$ cat src/rtl/mips_multicycle_ctrl_if.sv
// rtl/mips_multicycle_ctrl_if.sv - controller/datapath signal bundle for the multicycle MIPS core
interface mips_multicycle_ctrl_if;
    logic [5:0] op;
    logic [5:0] funct;
    logic       zero;
    logic       mem_ready;
    logic       mem_req;
    logic       IorD;
    logic       MemWrite;
    logic       IRWrite;
    logic       RegDst;
    logic       MemtoReg;
    logic       RegWrite;
    logic       ALUSrcA;
    logic [1:0] ALUSrcB;
    logic [2:0] ALUControl;
    logic [1:0] PCSrc;
    logic       PCEn;
    logic       instr_done;
    logic       illegal_op;
    logic [3:0] state;

    modport master (
        input  op, funct, zero, mem_ready,
        output mem_req, IorD, MemWrite, IRWrite, RegDst, MemtoReg, RegWrite,
               ALUSrcA, ALUSrcB, ALUControl, PCSrc, PCEn, instr_done, illegal_op, state
    );

    modport slave (
        output op, funct, zero, mem_ready,
        input  mem_req, IorD, MemWrite, IRWrite, RegDst, MemtoReg, RegWrite,
               ALUSrcA, ALUSrcB, ALUControl, PCSrc, PCEn, instr_done, illegal_op, state
    );
endinterface

$ cat src/rtl/mips_multicycle_ctrl.sv
// rtl/mips_multicycle_ctrl.sv - main control FSM sequencing the shared multicycle MIPS datapath
module mips_multicycle_ctrl (
    input  logic                    clk,
    input  logic                    reset,
    mips_multicycle_ctrl_if.master  bus
);
    typedef enum logic [3:0] {
        FETCH  = 4'd0,  DECODE = 4'd1,  MEMADR = 4'd2,  MEMRD  = 4'd3,
        MEMWB  = 4'd4,  MEMWR  = 4'd5,  EXEC   = 4'd6,  ALUWB  = 4'd7,
        BEQ    = 4'd8,  ADDIEX = 4'd9,  ADDIWB = 4'd10, JUMP   = 4'd11
    } state_t;

    typedef enum logic [1:0] { ALU_ADD = 2'd0, ALU_SUB = 2'd1, ALU_FUNCT = 2'd2 } alu_op_t;

    localparam logic [5:0] OP_RTYPE = 6'b000000;
    localparam logic [5:0] OP_LW    = 6'b100011;
    localparam logic [5:0] OP_SW    = 6'b101011;
    localparam logic [5:0] OP_BEQ   = 6'b000100;
    localparam logic [5:0] OP_ADDI  = 6'b001000;
    localparam logic [5:0] OP_J     = 6'b000010;

    state_t  cur;
    alu_op_t alu_op;
    logic    pc_write;
    logic    branch;

    always_ff @(posedge clk or posedge reset) begin
        if (reset) begin
            cur <= FETCH;
        end else begin
            case (cur)
                FETCH:  if (bus.mem_ready) cur <= DECODE;
                DECODE: begin
                    case (bus.op)
                        OP_LW, OP_SW: cur <= MEMADR;
                        OP_RTYPE:     cur <= EXEC;
                        OP_BEQ:       cur <= BEQ;
                        OP_ADDI:      cur <= ADDIEX;
                        OP_J:         cur <= JUMP;
                        default:      cur <= FETCH;
                    endcase
                end
                MEMADR: cur <= (bus.op == OP_SW) ? MEMWR : MEMRD;
                MEMRD:  if (bus.mem_ready) cur <= MEMWB;
                MEMWR:  if (bus.mem_ready) cur <= FETCH;
                EXEC:   cur <= ALUWB;
                ADDIEX: cur <= ADDIWB;
                default: cur <= FETCH;
            endcase
        end
    end

    always_comb begin
        bus.mem_req    = 1'b0;
        bus.IorD       = 1'b0;
        bus.MemWrite   = 1'b0;
        bus.IRWrite    = 1'b0;
        bus.RegDst     = 1'b0;
        bus.MemtoReg   = 1'b0;
        bus.RegWrite   = 1'b0;
        bus.ALUSrcA    = 1'b0;
        bus.ALUSrcB    = 2'b00;
        bus.PCSrc      = 2'b00;
        bus.instr_done = 1'b0;
        bus.illegal_op = 1'b0;
        alu_op         = ALU_ADD;
        pc_write       = 1'b0;
        branch         = 1'b0;
        case (cur)
            FETCH: begin
                bus.mem_req = 1'b1;
                bus.ALUSrcB = 2'b01;
                bus.IRWrite = bus.mem_ready;
                pc_write    = bus.mem_ready;
            end
            DECODE: begin
                bus.ALUSrcB = 2'b11;
                case (bus.op)
                    OP_LW, OP_SW, OP_RTYPE, OP_BEQ, OP_ADDI, OP_J: bus.illegal_op = 1'b0;
                    default:                                       bus.illegal_op = 1'b1;
                endcase
            end
            MEMADR, ADDIEX: begin
                bus.ALUSrcA = 1'b1;
                bus.ALUSrcB = 2'b10;
            end
            MEMRD: begin
                bus.mem_req = 1'b1;
                bus.IorD    = 1'b1;
            end
            MEMWB: begin
                bus.MemtoReg   = 1'b1;
                bus.RegWrite   = 1'b1;
                bus.instr_done = 1'b1;
            end
            MEMWR: begin
                bus.mem_req    = 1'b1;
                bus.IorD       = 1'b1;
                bus.MemWrite   = 1'b1;
                bus.instr_done = bus.mem_ready;
            end
            EXEC: begin
                bus.ALUSrcA = 1'b1;
                alu_op      = ALU_FUNCT;
            end
            ALUWB: begin
                bus.RegDst     = 1'b1;
                bus.RegWrite   = 1'b1;
                bus.instr_done = 1'b1;
            end
            BEQ: begin
                bus.ALUSrcA    = 1'b1;
                bus.PCSrc      = 2'b01;
                alu_op         = ALU_SUB;
                branch         = 1'b1;
                bus.instr_done = 1'b1;
            end
            ADDIWB: begin
                bus.RegWrite   = 1'b1;
                bus.instr_done = 1'b1;
            end
            JUMP: begin
                bus.PCSrc      = 2'b10;
                pc_write       = 1'b1;
                bus.instr_done = 1'b1;
            end
            default: ;
        endcase

        bus.PCEn = pc_write | (branch & bus.zero);

        case (alu_op)
            ALU_SUB:   bus.ALUControl = 3'b110;
            ALU_FUNCT: begin
                case (bus.funct)
                    6'b100010: bus.ALUControl = 3'b110;
                    6'b100100: bus.ALUControl = 3'b000;
                    6'b100101: bus.ALUControl = 3'b001;
                    6'b101010: bus.ALUControl = 3'b111;
                    default:   bus.ALUControl = 3'b010;
                endcase
            end
            default:   bus.ALUControl = 3'b010;
        endcase

        // Reset is asynchronous, so the strobes must be gated here rather than relying on the state register alone.
        if (reset) begin
            bus.mem_req    = 1'b0;
            bus.MemWrite   = 1'b0;
            bus.IRWrite    = 1'b0;
            bus.RegWrite   = 1'b0;
            bus.PCEn       = 1'b0;
            bus.instr_done = 1'b0;
            bus.illegal_op = 1'b0;
        end
    end

    assign bus.state = cur;
endmodule
$ cat src/flat_wrapper.sv
// flat-port wrapper written by rule: the top's interface ports become plain ports
module mips_multicycle_ctrl_flat 
  (clk, reset, bus_op, bus_funct, bus_zero, bus_mem_ready, bus_mem_req, bus_IorD, bus_MemWrite, bus_IRWrite, bus_RegDst, bus_MemtoReg, bus_RegWrite, bus_ALUSrcA, bus_ALUSrcB, bus_ALUControl, bus_PCSrc, bus_PCEn, bus_instr_done, bus_illegal_op, bus_state);
  mips_multicycle_ctrl_if bus_i ();
  input  logic clk;
  input  logic reset;
  input wire logic [$bits(bus_i.op)-1:0] bus_op;
  input wire logic [$bits(bus_i.funct)-1:0] bus_funct;
  input wire logic [$bits(bus_i.zero)-1:0] bus_zero;
  input wire logic [$bits(bus_i.mem_ready)-1:0] bus_mem_ready;
  output wire logic [$bits(bus_i.mem_req)-1:0] bus_mem_req;
  output wire logic [$bits(bus_i.IorD)-1:0] bus_IorD;
  output wire logic [$bits(bus_i.MemWrite)-1:0] bus_MemWrite;
  output wire logic [$bits(bus_i.IRWrite)-1:0] bus_IRWrite;
  output wire logic [$bits(bus_i.RegDst)-1:0] bus_RegDst;
  output wire logic [$bits(bus_i.MemtoReg)-1:0] bus_MemtoReg;
  output wire logic [$bits(bus_i.RegWrite)-1:0] bus_RegWrite;
  output wire logic [$bits(bus_i.ALUSrcA)-1:0] bus_ALUSrcA;
  output wire logic [$bits(bus_i.ALUSrcB)-1:0] bus_ALUSrcB;
  output wire logic [$bits(bus_i.ALUControl)-1:0] bus_ALUControl;
  output wire logic [$bits(bus_i.PCSrc)-1:0] bus_PCSrc;
  output wire logic [$bits(bus_i.PCEn)-1:0] bus_PCEn;
  output wire logic [$bits(bus_i.instr_done)-1:0] bus_instr_done;
  output wire logic [$bits(bus_i.illegal_op)-1:0] bus_illegal_op;
  output wire logic [$bits(bus_i.state)-1:0] bus_state;
  assign bus_i.op = bus_op;
  assign bus_i.funct = bus_funct;
  assign bus_i.zero = bus_zero;
  assign bus_i.mem_ready = bus_mem_ready;
  assign bus_mem_req = bus_i.mem_req;
  assign bus_IorD = bus_i.IorD;
  assign bus_MemWrite = bus_i.MemWrite;
  assign bus_IRWrite = bus_i.IRWrite;
  assign bus_RegDst = bus_i.RegDst;
  assign bus_MemtoReg = bus_i.MemtoReg;
  assign bus_RegWrite = bus_i.RegWrite;
  assign bus_ALUSrcA = bus_i.ALUSrcA;
  assign bus_ALUSrcB = bus_i.ALUSrcB;
  assign bus_ALUControl = bus_i.ALUControl;
  assign bus_PCSrc = bus_i.PCSrc;
  assign bus_PCEn = bus_i.PCEn;
  assign bus_instr_done = bus_i.instr_done;
  assign bus_illegal_op = bus_i.illegal_op;
  assign bus_state = bus_i.state;
  mips_multicycle_ctrl u_core (.clk(clk), .reset(reset), .bus(bus_i));
endmodule
$ cat config.mk
export PLATFORM = sky130hd
export DESIGN_NAME = mips_multicycle_ctrl_flat
export DESIGN_NICKNAME = d
export VERILOG_FILES = /design/src/rtl/mips_multicycle_ctrl_if.sv /design/src/rtl/mips_multicycle_ctrl.sv /design/src/flat_wrapper.sv
export SDC_FILE = /design/constraint.sdc
export NUM_CORES = 1
export LEC_CHECK = 0
export CORE_MARGIN = 4
export CORE_UTILIZATION = 34
export CTS_CLUSTER_DIAMETER = 60
export CTS_CLUSTER_SIZE = 40
export DETAILED_ROUTE_END_ITERATION = 6
export PLACE_DENSITY = 0.81
export SLEW_MARGIN = 25
export SYNTH_ARGS = -nofsm -noshare
export SYNTH_HDL_FRONTEND = slang
export SYNTH_SLANG_ARGS = --single-unit
$ cat constraint.sdc
create_clock -name clk -period 2 [get_ports clk]
set_input_delay 0.4 -clock clk [delete_from_list [all_inputs] [get_ports clk]]
set_output_delay 0.4 -clock clk [all_outputs]
set_load 0.1 [all_outputs]
==> results of run 1 <==
[cell usage after synthesis (all sizes together), types with 2 or more instances]
cell and instances:
a21oi 6, a31oi 4, buf 4, clkbuf 2, dfrtp 4, ha 2
inv 4, nand2 5, nand2b 9, nor2 14, nor2b 2, nor3 10
nor3b 4, nor4 6, o21ai 2, or2 2, or4 2, xnor2 3
[metrics by stage]
stage | area [µm²] | TNS (ns) | hold WS (ns) | instances | worst slack [ns]
after global placement | 1760 | -1.184 | 0.7812 | 187 | -0.3319
after floorplan | 939.7 | -7.121 | 0.4958 | 99 | -0.9425
[cells by family after synthesis]
family | Yosys count
flops | 4
compound gates | 20
simple gates | 60
fa+ha+maj | 2
buf+inv | 10
xor+xnor | 3
==> results.sh, run 1 <==
export IMPL_synth_top_area_share_pct=14.81
export IMPL_synth_top_family_by_area="simple AND/OR/NAND/NOR gates"
export IMPL_synth_adder_area_share_pct=3.704
export IMPL_stop_stage="detailed placement"
export IMPL_outcome="aborted with a tool error"
export IMPL_ys_async_sr_fraction_pct=100.0
export IMPL_syn_avg_cell_area_um2=6.825
export IMPL_num_io_pins=38
export IMPL_synth_edff_count=0
export IMPL_yosysWarnings=0
export IMPL_error_line="[ERROR DPL-0033] detailed placement checks failed during check placement."
export IMPL_die_h_um=52.58
export IMPL_syn_num_nets=117
export IMPL_ys_flop_type="dfrtp_1"
export IMPL_synth_xor_area_share_pct=3.889
export IMPL_synth_compound_area_share_pct=19.44
export IMPL_hpwl_um=3610
export IMPL_start_util_pct=37.50
export IMPL_synthTopCellsByArea="dfrtp_1 15%, nand2b_1 8.3%, nor2_1 7.8%"
export IMPL_synthMuxAreaShare_pct=0
export IMPL_num_rows=15
export IMPL_numPortBuffers=37
export IMPL_yosys_area_share_simple_pct=51.85
export IMPL_ys_seq_area_share_pct=14.81
export IMPL_synthCells=99
export IMPL_gp_congestion=0.8466
export IMPL_ys_ff_latch=4
export IMPL_synth_area_um2=675.6
export IMPL_die_w_um=52.58
export IMPL_synth_area_leader_cell="dfrtp_1"
export IMPL_ys_types=34
==> inputs of run 2 (changes only) <==
--- a/config.mk
+++ b/config.mk
@@ -5,12 +5,10 @@
 export SDC_FILE = /design/constraint.sdc
 export NUM_CORES = 1
 export LEC_CHECK = 0
-export CORE_MARGIN = 4
-export CORE_UTILIZATION = 34
-export CTS_CLUSTER_DIAMETER = 60
-export CTS_CLUSTER_SIZE = 40
+export CORE_AREA = 4 4 65 67
 export DETAILED_ROUTE_END_ITERATION = 6
-export PLACE_DENSITY = 0.81
+export DIE_AREA = 0 0 69 71
+export PLACE_DENSITY_LB_ADDON = 0.15
 export SLEW_MARGIN = 25
 export SYNTH_ARGS = -nofsm -noshare
 export SYNTH_HDL_FRONTEND = slang
==> constraint.sdc (replaced) <==
create_clock -name clk -period 2.6 [get_ports clk]
set_input_delay 0.52 -clock clk [delete_from_list [all_inputs] [get_ports clk]]
set_output_delay 0.52 -clock clk [all_outputs]
set_load 0.1 [all_outputs]
==> results.sh, run 2 <==
export IMPL_outcome="complete, no violations"
export IMPL_power_share_clock_pct=6.8
export IMPL_synth_adder_area_share_pct=3.704
export IMPL_synth_most_common_cell="nor2_1"
export IMPL_fin_area_um2=1664
export IMPL_finClkSkew_ns=0.003983
export IMPL_die_area_um2=4899
export IMPL_seqPwrFrac_pct=7.1
export IMPL_synth_top_family_by_area="simple AND/OR/NAND/NOR gates"
export IMPL_drcViolationCount=0
export IMPL_yosys_area_share_simple_pct=51.85
export IMPL_ys_seq_area_share_pct=14.81
export IMPL_num_io_pins=38
export IMPL_p_sw_share_pct=60.19
export IMPL_start_util_pct=18.60
export IMPL_synthTopCellsByArea="dfrtp_1 15%, nand2b_1 8.3%, nor2_1 7.8%"
export IMPL_r2r_slack_ns=0.87
export IMPL_crit_path_start_kind="flip-flop"
export IMPL_htreeDepth=1
export IMPL_grt_pass1_wl_um=4464
export IMPL_insertedDiodeCount=0
export IMPL_vdd_drop_max_v=0.0005971
export IMPL_hold_violations=0
export IMPL_drtPass1Iterations=4
export IMPL_core_um2=3633
export IMPL_grt_overflow=0
export IMPL_slew_viol_final=0
export IMPL_placed_area_um2=1479
export IMPL_clock_sinks=4
export IMPL_ys_flop_type="dfrtp_1"
export IMPL_fmax_mhz=387.6
export IMPL_grt_pass1_vias=985
export IMPL_die_w_um=69
export IMPL_reg2reg_depth=5
export IMPL_hp_class="in2async"
export IMPL_area_growth_pct=146.3
export IMPL_r2r_start="u_core.bus.state[1]$_DFFE_PP0P_"
export IMPL_fin_crit_ns=2.580
export IMPL_required_ns=2.08
export IMPL_whs_ns=0.7210
export IMPL_crit_end="bus_ALUControl[1]"
export IMPL_finalSetupViolCount=0
export IMPL_fillers=380
export IMPL_rsz0062_at_grt="yes"
export IMPL_nets=172
export IMPL_synth_top_area_share_pct=14.81
export IMPL_worst_pin_slew_ns=0.3350
export IMPL_worst_setup_path_end_kind="primary output"
export IMPL_die_h_um=71
export IMPL_synth_edff_count=0
export IMPL_routed_wl_um=2639
export IMPL_cts_root_buf="clkbuf_8"
export IMPL_cts_reportedPaths_clkPinSlew_ns=0.03
export IMPL_final_cell_mix="23 x buf_4, 16 x buf_12, 15 x clkdlybuf4s50_1"
export IMPL_antenna_found_initial=0
export IMPL_fin_ws_ns=0.02032
export IMPL_intPower_uw=748.9
export IMPL_grt_max_degree=17
export IMPL_leakage_uw=0.0006180
export IMPL_startpoint="u_core.bus.state[1]$_DFFE_PP0P_"
export IMPL_drtAntennaViolNets=0
export IMPL_post_route_period_util_pct=99.22
export IMPL_cp_max_fo=3
export IMPL_vias=956
export IMPL_critPathArrivalTime_ns=2.06
export IMPL_place_worst_setup_slack_ns=0.04468
export IMPL_ys_types=34
export IMPL_drive_above_1_share_pct=53.95
export IMPL_worstSkewPairLatency_ns=0.21
export IMPL_synth_area_leader_cell="dfrtp_1"
export IMPL_ys_ff_latch=4
export IMPL_syn_avg_cell_area_um2=6.825
export IMPL_via_per_inst=4.780
export IMPL_reg2reg_to="u_core.bus.state[2]$_DFFE_PP0P_"
export IMPL_gr_usage_all_layers_pct=10.64
export IMPL_synthCells=99
export IMPL_largest_reg_flops=4
export IMPL_wl_per_cell_um=13.20
export IMPL_synth_compound_area_share_pct=19.44
export IMPL_num_rows=22
export IMPL_synth_area_um2=675.6
export IMPL_numCtsBuffers=3
export IMPL_cts_tree="done"
export IMPL_hpwl_um=2077
export IMPL_clockBufferDepth=2
export IMPL_crit_type="reg2out"
export IMPL_yosysWarnings=0
export IMPL_pwr_share_comb_pct=86.2
export IMPL_pwr_density_cell_nw_per_um2=1130
export IMPL_drt_initial_drc_count=15
export IMPL_final_common_cell="buf_4"
export IMPL_ys_async_sr_fraction_pct=100.0
export IMPL_cap_violations=0
export IMPL_relSlewSlack_pct=77.49
export IMPL_p_sw_uw=1132
export IMPL_cts_hold_buffers=0
export IMPL_synthTopCellsByCount="14 x nor2_1, 10 x nor3_1, 9 x nand2b_1, 6 x a21oi_1"
export IMPL_syn_num_nets=117
export IMPL_synthMuxAreaShare_pct=0
export IMPL_numPortBuffers=37
export IMPL_gp_congestion=0.7994
export IMPL_synth_xor_area_share_pct=3.889
==> run 2: cell counts after synthesis <==
No cell type changed its count.
==> run 2: worst max-delay path, stage by stage, from the launching register on <==
cell	delay (ns)
dfrtp_4	0.48
nand2b_4	0.16
nor3_4	0.21
inv_2	0.07
ha_4	0.18
a31oi_4	0.16
or3b_4	0.41
buf_12	0.17
==> run 2: cells by family (layout without fill, tap and decap cells) <==
family / Yosys count / count (layout)
simple gates: 60 / 60
compound gates: 20 / 20
buf+inv: 10 / 63
flops: 4 / 4
xor+xnor: 3 / 3
fa+ha+maj: 2 / 2
==> run 2: routing by layer <==
metal | vias to the layer above | GRT usage (%) | share of wire (%) | wire (µm)
met3 | 0 | 2.131 | 4.1 | 109
met2 | 26 | 20.02 | 56 | 1469
li1 | 476 | - | - | -
met5 | - | 0 | 0 | 0
met1 | 454 | 12.75 | 40 | 1061
met4 | 0 | 1.302 | 0 | 0
==> run 2: worst min path at each step <==
stage / end / slack, ns / depth (start not counted)
after floorplan: u_core.bus.state[1]$_DFFE_PP0P_ / 0.62 / 1
after global placement: u_core.bus.state[0]$_DFFE_PP0P_ / 0.78 / 2
after detailed placement: u_core.bus.state[0]$_DFFE_PP0P_ / 0.77 / 2
after CTS: u_core.bus.state[0]$_DFFE_PP0P_ / 0.76 / 2
after global routing: u_core.bus.state[2]$_DFFE_PP0P_ / 0.78 / 2
final: u_core.bus.state[2]$_DFFE_PP0P_ / 0.72 / 2
==> run 2: final cells by class <==
| type | count | area (µm²) | area share, % |
|---|---|---|---|
| clock buffers | 3 | 41.29 | 2.481 |
| repair buffers | 56 | 665.6 | 40.00 |
| well taps | 48 | 60.06 | 3.609 |
| multi-input cells | 85 | 767.0 | 46.09 |
| flip-flops and latches | 4 | 115.1 | 6.917 |
| inverters | 4 | 15.01 | 0.9023 |
==> run 2: power groups by stage <==
stage | Sequential, µW | Combinational (µW) | Clock (µW)
after floorplan | 276 | 950 | 0
final | 133 | 1620 | 128
after global placement | 125 | 1570 | 0
after global routing | 137 | 1700 | 137
after detailed placement | 126 | 1570 | 0
after CTS | 132 | 1590 | 128
==> run 2: per-stage QoR <==
stage / total power [µW] / setup TNS [ns] / utilization, % / instances
detailed placement: 1699 / 0 / 40.70 / 190
global placement: 1696 / 0 / 40.70 / 190
global route: 1970 / -0.05724 / 45.80 / 200
finish: 1881 / 0 / 45.80 / 200
floorplan: 1226 / -1.750 / - / 99
CTS: 1853 / 0 / 43.56 / 196
==> run 2: timing repair <==
action / in CTS / in global routing
setup endpoints to repair: 2 / 4
setup buffers: 3 / 4
gates resized for setup: 7 / 11
pin swaps: 4 / 4
Note: power is estimated with default switching activity, not from simulation.
